`config.mk`:
```
export PLATFORM = sky130hd
export DESIGN_NAME = mem_port_arbiter
export DESIGN_NICKNAME = d
export VERILOG_FILES = /design/src/rtl/mem_port_arbiter.sv
export SDC_FILE = /design/constraint.sdc
export NUM_CORES = 1
export LEC_CHECK = 0
export BUFFER_PORTS_ARGS = -buffer_cell sky130_fd_sc_hd__buf_2
export CORE_AREA = 5 5 189 191
export DETAILED_ROUTE_END_ITERATION = 10
export DIE_AREA = 0 0 194 196
export GPL_TIMING_DRIVEN = 0
export HOLD_SLACK_MARGIN = 0.03
export SYNTH_ARGS = -nofsm -noshare
export SYNTH_HDL_FRONTEND = slang
export SYNTH_SLANG_ARGS = --single-unit
```
`constraint.sdc`:
```
create_clock -name i_clk -period 2.6 [get_ports i_clk]
set_input_delay 0.65 -clock i_clk [delete_from_list [all_inputs] [get_ports i_clk]]
set_output_delay 0.65 -clock i_clk [all_outputs]
set_load 0.01 [all_outputs]
```
`src/rtl/mem_port_arbiter.sv`:
```
// mem_port_arbiter
//   Shares one downstream memory request port between M0 (LSU data port,
//   high priority) and M1 (IFU fetch port). A grant FSM picks a requester in
//   IDLE and holds it until the downstream completes, the requester withdraws,
//   or the watchdog expires. A starvation counter forces M1 after STARVE_LIM
//   consecutive M0 grants while M1 is pending.
// Ports:
//   i_clk, i_rst        clock, synchronous active-high reset
//   i_m0_*, o_m0_*      M0 request fields in, ready pulse / read data out
//   i_m1_*, o_m1_*      M1 request fields in, ready pulse / read data out
//   o_s_*, i_s_*        downstream request out, completion pulse / data in
//   o_busy              FSM not idle
//   o_timeout           one-cycle pulse on watchdog abort
module mem_port_arbiter #(
  parameter int ADR_W      = 32,
  parameter int DATA_W     = 64,
  parameter int STARVE_LIM = 4,
  parameter int TIMEOUT    = 1023
) (
  input  logic              i_clk,
  input  logic              i_rst,
  input  logic              i_m0_valid,
  input  logic              i_m0_reqtyp,
  input  logic [ADR_W-1:0]  i_m0_addr,
  input  logic [DATA_W-1:0] i_m0_wdata,
  input  logic [1:0]        i_m0_size,
  output logic              o_m0_ready,
  output logic [DATA_W-1:0] o_m0_rdata,
  input  logic              i_m1_valid,
  input  logic              i_m1_reqtyp,
  input  logic [ADR_W-1:0]  i_m1_addr,
  input  logic [DATA_W-1:0] i_m1_wdata,
  input  logic [1:0]        i_m1_size,
  output logic              o_m1_ready,
  output logic [DATA_W-1:0] o_m1_rdata,
  output logic              o_s_valid,
  output logic              o_s_reqtyp,
  output logic [ADR_W-1:0]  o_s_addr,
  output logic [DATA_W-1:0] o_s_wdata,
  output logic [1:0]        o_s_size,
  input  logic              i_s_ready,
  input  logic [DATA_W-1:0] i_s_rdata,
  output logic              o_busy,
  output logic              o_timeout
);

  typedef enum logic [1:0] {IDLE, GNT0, GNT1} state_t;

  localparam logic [3:0]  SL_W = 4'(STARVE_LIM);
  localparam logic [15:0] TO_W = 16'(TIMEOUT);

  state_t      state;
  logic [3:0]  starve_cnt;
  logic [15:0] wd_cnt;
  logic        expire;

  // Read data is broadcast; only the ready pulse qualifies it.
  assign o_m0_rdata = i_s_rdata;
  assign o_m1_rdata = i_s_rdata;
  assign o_busy     = (state != IDLE);

  // Completion in the expiry cycle wins over the abort.
  assign expire    = (state != IDLE) && (wd_cnt == TO_W) && !i_s_ready;
  assign o_timeout = expire;

  always_comb begin
    o_s_valid  = 1'b0;
    o_s_reqtyp = 1'b0;
    o_s_addr   = '0;
    o_s_wdata  = '0;
    o_s_size   = '0;
    o_m0_ready = 1'b0;
    o_m1_ready = 1'b0;
    case (state)
      GNT0: begin
        o_s_valid  = i_m0_valid;
        o_s_reqtyp = i_m0_reqtyp;
        o_s_addr   = i_m0_addr;
        o_s_wdata  = i_m0_wdata;
        o_s_size   = i_m0_size;
        o_m0_ready = i_s_ready;
      end
      GNT1: begin
        o_s_valid  = i_m1_valid;
        o_s_reqtyp = i_m1_reqtyp;
        o_s_addr   = i_m1_addr;
        o_s_wdata  = i_m1_wdata;
        o_s_size   = i_m1_size;
        o_m1_ready = i_s_ready;
      end
      default: ;
    endcase
  end

  always_ff @(posedge i_clk) begin
    if (i_rst) begin
      state      <= IDLE;
      starve_cnt <= '0;
      wd_cnt     <= '0;
    end else begin
      case (state)
        IDLE: begin
          // wd_cnt is cleared on every idle cycle, so it starts at 0 on entry.
          wd_cnt <= '0;
          if (i_m1_valid && (!i_m0_valid || starve_cnt == SL_W)) begin
            state      <= GNT1;
            starve_cnt <= '0;
          end else if (i_m0_valid) begin
            state <= GNT0;
            if (i_m1_valid)
              starve_cnt <= (starve_cnt == SL_W) ? SL_W : starve_cnt + 4'd1;
            else
              starve_cnt <= '0;
          end else begin
            starve_cnt <= '0;
          end
        end
        GNT0, GNT1: begin
          // o_s_valid mirrors the granted requester's valid (withdrawal).
          if (i_s_ready || !o_s_valid || expire)
            state <= IDLE;
          else
            wd_cnt <= wd_cnt + 16'd1;
        end
        default: state <= IDLE;
      endcase
    end
  end

endmodule

```
# Word-level counts from Yosys, hierarchy flattened
# Cells that the tools add are included.
[classes]
n_reduce_logical = 15
n_addsub = 2
mux = 17
n_eq_ne = 7
[ops]
columns = ["operator", "n"]
rows = [
  ["$pmux W64 S2", 1],
  ["$pmux W32 S2", 1],
  ["$pmux W16 S2", 1],
  ["$add A16 B1 Y16 const B", 1],
  ["$eq A16 B10 Y1 const B", 1],
  ["$mux W16", 1],
  ["$mux W4", 4],
  ["$pmux W2 S2", 2],
  ["$mux W2", 3],
  ["$add A4 B1 Y4 const B", 1],
  ["$eq A4 B3 Y1 const B", 1],
  ["$ne A2 B2 Y1 const B", 2],
  ["$pmux W1 S2", 2],
  ["$reduce_and A2 Y1", 2],
  ["$reduce_bool A2 Y1", 2],
  ["$logic_and A1 B1 Y1", 3],
  ["$logic_not A1 Y1", 3],
  ["$logic_or A1 B1 Y1", 3],
  ["$ne A3 B3 Y1 const B", 1],
  ["$eq A2 B1 Y1 const B", 1],
  ["$eq A2 B2 Y1 const B", 1],
  ["$logic_not A2 Y1", 1],
  ["$mux W1", 2],
  ["$reduce_or A2 Y1", 1],
]
[totals]
wordCells = 44
out_inout_bits = 232
in_bits = 267
ff_bits = 22

# Depth between registers and ports, before layout
# Gate-level depths: netlist of the first run.
[logic_depth]
word_depth = 7
ltp_mapped = 8
ltp_nobuf = 7

# Worst setup path before layout of the first run
# Ideal clock, no wire load.
[synth_timing]
path_kind = "register -> output"
from = "register state[0]"
to = "output o_timeout"
setup_slack_ns = 0.413
stages_incl_launch_ff = 8
t_required_ns = 1.950
arrival_ns = 1.537
n_path_buf = 1
cell_sequence = "dfxtp_1 inv_1 ha_1 nor4_1 and2_1 buf_2 nand2_1 nor2_1"
[synth_via]
elab_chain_len = 3
[synth_lines]
columns = ["item", "line_no", "source"]
rows = [
  ["start, declared", "52", "state_t state;"],
  ["start signal, assigned", "97", "state <= IDLE;"],
  ["start signal, assigned", "106", "state <= GNT1;"],
  ["start signal, assigned", "109", "state <= GNT0;"],
  ["$reduce_bool A2 Y1", "63", "assign expire = (state != IDLE) && (wd_cnt == TO_W) && !i_s_ready;"],
  ["$logic_and A1 B1 Y1 (2 in a row)", "63", ""],
  ["end, declared", "44", "output logic o_timeout"],
]
# No other way between the ends.

# Worst setup path after layout of the first run
[layout_timing]
from = "register state[0]"
to = "output o_s_addr[15]"
[layout_via]
elab_chain_len = 2
word_cells_on_any_way = 3
cone_classes = "2 x eq/ne; 1 x mux"
[layout_lines]
columns = ["item", "line_no", "source"]
rows = [
  ["$eq A2 B2 Y1 / $eq A2 B1 Y1 (equally long branches)", "74", "case (state)"],
  ["$pmux W32 S2 *", "74", ""],
  ["end, declared", "38", "output logic [ADR_W-1:0] o_s_addr,"],
]
# Every way passes the cells marked *; elsewhere a longest branch is shown, timed or not.

==> metrics.yaml, run 1 <==
outcome:
  status: "complete, no violations"
worst_hold_path:
  hp-start: "wd_cnt[8]"
  hold_class: "reg2reg"
  whs_path_depth: 2
timing:
  tightest_slew_ps: 570
  period_minus_slack_ps: 2560
  hold_violations: 0
  finalSetupViolCount: 0
  timing.final.crit_share: 0.983
  max_clock_freq_mhz: 391
  fin_skew_ps: 4.73
  rsz0062_at_grt: "true"
  slew_headroom: 0.610
  report.final.slew_viol_count: 0
synth:
  synth-xor-area-share: 0.0231
  syn-num-nets: 785
  synth_mux_area_frac: 0.0106
  syn-cell-area_um2: 3790
  netlist.area_leader.share: 0.255
  syn_inst: 512
  synth.distinct_cells: 43
  synth_seq_area_share: 0.116
  synth_seq_cells: 22
  synth.area.top_cells: "buf_4, a22oi_1, nor2b_1"
  yosys.area_share.adder: 0.0198
  yosys.area.top_type: "buf_4"
  yosys.area_share.simple: 0.266
  syn_area_per_cell_um2: 7.40
  ys.warnings.count: 0
  synth-compound-area-share: 0.261
  synth_top_family_by_area: "buffers and inverters"
cts:
  cts-hold-fix-buffers: 0
  cts_root_buf: "clkbuf_16"
  clk_pin_slew_worst_paths_ps: 60
  tritoncts: "done"
  clkSinkCount: 22
  cts_buffers: 3
  clock_latency_ps: 260
  cts_htree_levels: 1
  cts_buffer_depth: 2
cells_and_area:
  syn_to_final_growth_pct: 82.5
  final_nets: 1228
  fin_area_um2: 6920
  fillers: 3815
  mostFrequentLayoutCells: "buf_2, buf_4, a22oi_1, nor2b_1, dfxtp_1"
  mostFrequentLayoutCell: "buf_2"
  post-route-util: 0.204
  drive_gt1_frac: 0.665
setup_path:
  rr_startpoint: "state[1]"
  crit_path_end_kind: "output port"
  crit_start: "state[0]"
  startpoint_type: "flip-flop"
  crit_type: "reg2out"
  critPathArrivalTime_ps: 1910
  worst-path-max-fanout: 10
  rr_worst_depth: 7
  required_ps: 1950
global_route:
  grt_overflow: 0
  antenna_found_initial: 9
  grt_max_degree: 13
  grt_pass1_wl_um: 34200
  grt_usage: 0.117
  grt_pass1_vias: 5238
place:
  dp_hpwl_um: 22400
  place.gp.congestion: 0.853
  dpl_cell_area_um2: 6530
  io_buffers: 434
floorplanning:
  dieArea_um2: 38000
  core_area_um2: 33900
  start_util: 0.112
  num_rows: 68
  ios: 499
  die_h_um: 196
  die_x_um: 194
drt:
  viasPerCell: 3.79
  detailedRoute.firstIterationViolations: 181
  drc: 0
  drt-total-wl_um: 25600
  wl_per_cell_um: 18.2
  drtAntennaViolNets: 0
  vias: 5345
  drt_first_pass_iters: 4
pwr:
  p_leak_uw: 0.00345
  pwr_density_cell_nw_per_um2: 264
  vdd_drop_max_v: 0.000244
flow_run:
  maxCapViolCount: 0
cells in the mapped netlist:
cell       count
a2111oi_4      2
a21oi_1        7
a22o_1         1
nand4_4        1
nor4_1         1
nand4_1        4
clkbuf_1      34
inv_1          7
nand3_1        8
nand4b_1       1
nand2b_1       3
a211oi_1       1
dfxtp_1       22
nor3_1         1
or3_1          4
and3_1         3
a22oi_1       99
and4_1         1
buf_4        129
nor2b_1      100
nand2_1       14
o21a_1         2
o211ai_1       2
nor2_1        16
ha_1           6
and2_1         5
xnor2_1        8
and3_4         2
o21ai_0        5
nor4b_1        1
or4_1          2
nand3b_1       1
mux2i_1        4
xor2_1         2
a21oi_2        2
a2111oi_2      2
a21o_1         1
buf_2          1
and2b_1        1
a31oi_1        2
a31o_2         1
a2111oi_0      1
buf_6          2
worst max-delay path, cell delays in order, from the launching register on:
cell and delay (ps):
dfxtp_2 350, inv_1 70, ha_2 210, clkbuf_16 180, buf_12 130, clkbuf_4 200, a22oi_1 290, nor2b_1 70
buf_2 140
cells by family after synthesis:
family / Yosys count
compound gates: 128
xor+xnor: 10
buf+inv: 173
mux: 4
fa+ha+maj: 6
simple gates: 169
flops: 22
through the flow:
stage               hold WS, ps  worst slack (ps)  instances  setup TNS (ps)  power [µW]
CTS                         496             -65.4       1405           -65.4        1830
finish                      487              43.6       1410               0        1830
global route                535             -70.1       1409           -79.8        1940
global placement            473             -1320       1401          -55540        1400
floorplan                   453               413        512               0         913
detailed placement          485             -1420       1401          -60430        1410
flip-flops by register name (all words and copies together), names as in the netlist:
name,cells
state,2
starve_cnt,4
wd_cnt,16
layer usage:
layer / track usage / vias to the layer above / share of wire
met1: 0.149 / 2458 / 0.41
li1: - / 2558 / -
met4: 0.0104 / 8 / 0.0069
met5: 0 / - / 0.0028
met3: 0.0271 / 20 / 0.082
met2: 0.211 / 301 / 0.50
area by class of cell:
type / instances / area [µm²] / share of cell area
antenna: 1 / 2.50 / 0.000362
inverter: 7 / 26.3 / 0.00380
tap: 455 / 569 / 0.0823
buffer: 165 / 1300 / 0.188
multi-input combinational: 317 / 2250 / 0.326
sequential: 22 / 443 / 0.0640
timing repair buffer: 439 / 2230 / 0.323
clock buffer: 4 / 88.8 / 0.0128
timing repair:
item	4_1_cts	5_1_grt
resized for setup	72	24
buffers inserted	0	4
cloned	0	1
pin swaps	3	2
endpoints found under the setup margin	103	58
worst paths after layout:
kind         slack (ps)      endpoint
max                  40  o_s_addr[15]
min                 490     wd_cnt[8]
max reg2reg         400    wd_cnt[15]
min reg2reg         490     wd_cnt[8]
power breakdown:
group          leakage [µW]  switching [µW]  total (µW)  internal (µW)
clock             0.0000442             130         365            235
combinational       0.00322             554        1120            561
sequential         0.000178            5.73         348            342
total               0.00345             690        1830           1140
Power figures use the tool's default switching activity.
==> inputs of run 2 (changes only) <==
Settings changed: CAP_MARGIN set to 20, REMOVE_ABC_BUFFERS set to 1.
Clock period 2.6 ns to 2.9 ns, I/O delays scaled along.
==> run 2 against run 1 <==
  * Core utilization shrank 5.6 points
  * Largest cell class is now multi-input combinational cells
  * Total power fell by 28%
  * Non-clock buffer count decreased by 292
  * Critical path type unchanged
  * Flip-flop and latch count stayed put
  * Critical path depth decreased by 2
  * First-iteration DRC count increased by 91%
  * Cell area down 27%
  * Clock skew is 2.2 ps lower
==> metrics.yaml, run 2 (same netlist as run 1, synthesis figures left out) <==
cells_and_area:
  syn_to_final_growth_pct: 32.6
  final_cells: 1118
  mostFrequentLayoutCells: "buf_2, nor2b_1, a22oi_1, dfxtp_1, nor2_1"
  mostFrequentLayoutCell: "buf_2"
  top_regs: "wd_cnt x16, starve_cnt x4, state x2"
  final_nets: 936
  fillers: 3909
  fin_area_um2: 5030
  top_register: "wd_cnt"
  largest_reg_flops: 16
  drive_gt1_frac: 0.500
  post-route-util: 0.148
drt:
  vias: 4491
  drc: 0
  drtAntennaViolNets: 0
  wl_per_cell_um: 21.4
  viasPerCell: 4.02
  drt_first_pass_iters: 6
  detailedRoute.firstIterationViolations: 346
  drt-total-wl_um: 23900
timing:
  slew_headroom: 0.649
  hold_violations: 0
  tns_ps: 0
  rsz0062_at_grt: "false"
  max_clock_freq_mhz: 358
  whs_ps: 489
  finalSetupViolCount: 0
  fin_skew_ps: 2.50
  period_minus_slack_ps: 2800
  report.final.slew_viol_count: 0
  timing.final.crit_share: 0.964
  tightest_slew_ps: 513
global_route:
  grt_pass1_vias: 4108
  grt_overflow: 0
  grt_max_degree: 96
  antenna_found_initial: 2
  grt_usage: 0.113
  grt_pass1_wl_um: 31700
floorplanning:
  dieArea_um2: 38000
  core_area_um2: 33900
  ios: 499
  die_h_um: 196
  num_rows: 68
  die_x_um: 194
  start_util: 0.112
setup_path:
  r2r_slack_ps: 460
  crit_path_end_kind: "output port"
  worst-path-max-fanout: 95
  rr_worst_depth: 7
  crit_type: "reg2out"
  startpoint_type: "flip-flop"
  rr_startpoint: "state[0]"
  critPathArrivalTime_ps: 2070
  required_ps: 2170
  regToRegEndpoint: "wd_cnt[15]"
cts:
  clkSinkCount: 22
  tritoncts: "done"
  cts_htree_levels: 1
  cts_buffers: 3
  cts-hold-fix-buffers: 0
  cts_root_buf: "clkbuf_16"
  cts_buffer_depth: 2
  clk_pin_slew_worst_paths_ps: 60
  clock_latency_ps: 260
worst_hold_path:
  whs_path_depth: 2
  whs_endpoint: "wd_cnt[8]"
  hold_class: "reg2reg"
  hp-start: "wd_cnt[8]"
place:
  dp_hpwl_um: 19100
  place_inst: 1110
  place.gp.congestion: 0.908
  dpl_cell_area_um2: 4870
  io_buffers: 306
outcome:
  status: "complete, no violations"
flow_run:
  maxCapViolCount: 0
pwr:
  vdd_drop_max_v: 0.000261
  pwr_density_cell_nw_per_um2: 262
  p_leak_uw: 0.00215
[run 2: metal layers]
| metal | vias to the layer above | wire, µm | GRT usage |
|---|---|---|---|
| met1 | 2126 | 10200 | 0.145 |
| met5 | - | 314 | 0.0613 |
| met4 | 12 | 219 | 0.0201 |
| met3 | 20 | 4260 | 0.0917 |
| li1 | 1960 | - | - |
| met2 | 373 | 8990 | 0.141 |
[run 2: area by class of cell]
cell class                      instances  area, µm²  share of cell area
Multi-Input combinational cell        317       2250               0.447
Timing Repair Buffer                  312       1640               0.326
Tap cell                              455        569               0.113
Sequential cell                        22        440              0.0876
Clock buffer                            3       75.1              0.0149
Clock inverter                          1       30.0             0.00597
Inverter                                7       26.3             0.00523
Antenna cell                            1       2.50            0.000498
[run 2: metrics by stage]
stage          worst slack, ps  power [µW]
3_5_place_dp              20.2         910
3_3_place_gp             -1860         892
4_1_cts                   46.0        1310
2_1_floorplan             -622         623
5_1_grt                   2.72        1390
6_report                   103        1320
[run 2: worst max-delay path by stage]
stage | start | to | slack, ps | cells past startpoint
2_1_floorplan | state[0] | wd_cnt[15] | -620 | 7
3_3_place_gp | state[0] | o_s_addr[16] | -1860 | 5
3_5_place_dp | state[0] | o_timeout | 20 | 7
4_1_cts | state[0] | o_timeout | 50 | 7
5_1_grt | state[0] | o_s_wdata[58] | 3 | 5
6_report | state[0] | o_s_addr[16] | 100 | 6
[run 2: power breakdown]
part           leakage, µW  internal (µW)  switching [µW]  total [µW]
combinational      0.00192            299             318         617
sequential        0.000178            307            5.75         312
clock            0.0000511            274             115         389
total              0.00215            879             439        1320
[run 2: timing repair]
action | CTS | global route
pin swaps | 0 | 1
resized for setup | 3 | 2
buffers inserted | 0 | 3
setup endpoints to repair | 3 | 2
[run 2: worst max-delay path, cell delays in order, from the launching register on]
cell	delay (ps)
dfxtp_1	420
inv_1	150
ha_4	230
buf_16	200
a22oi_1	470
nor2b_1	110
buf_2	160
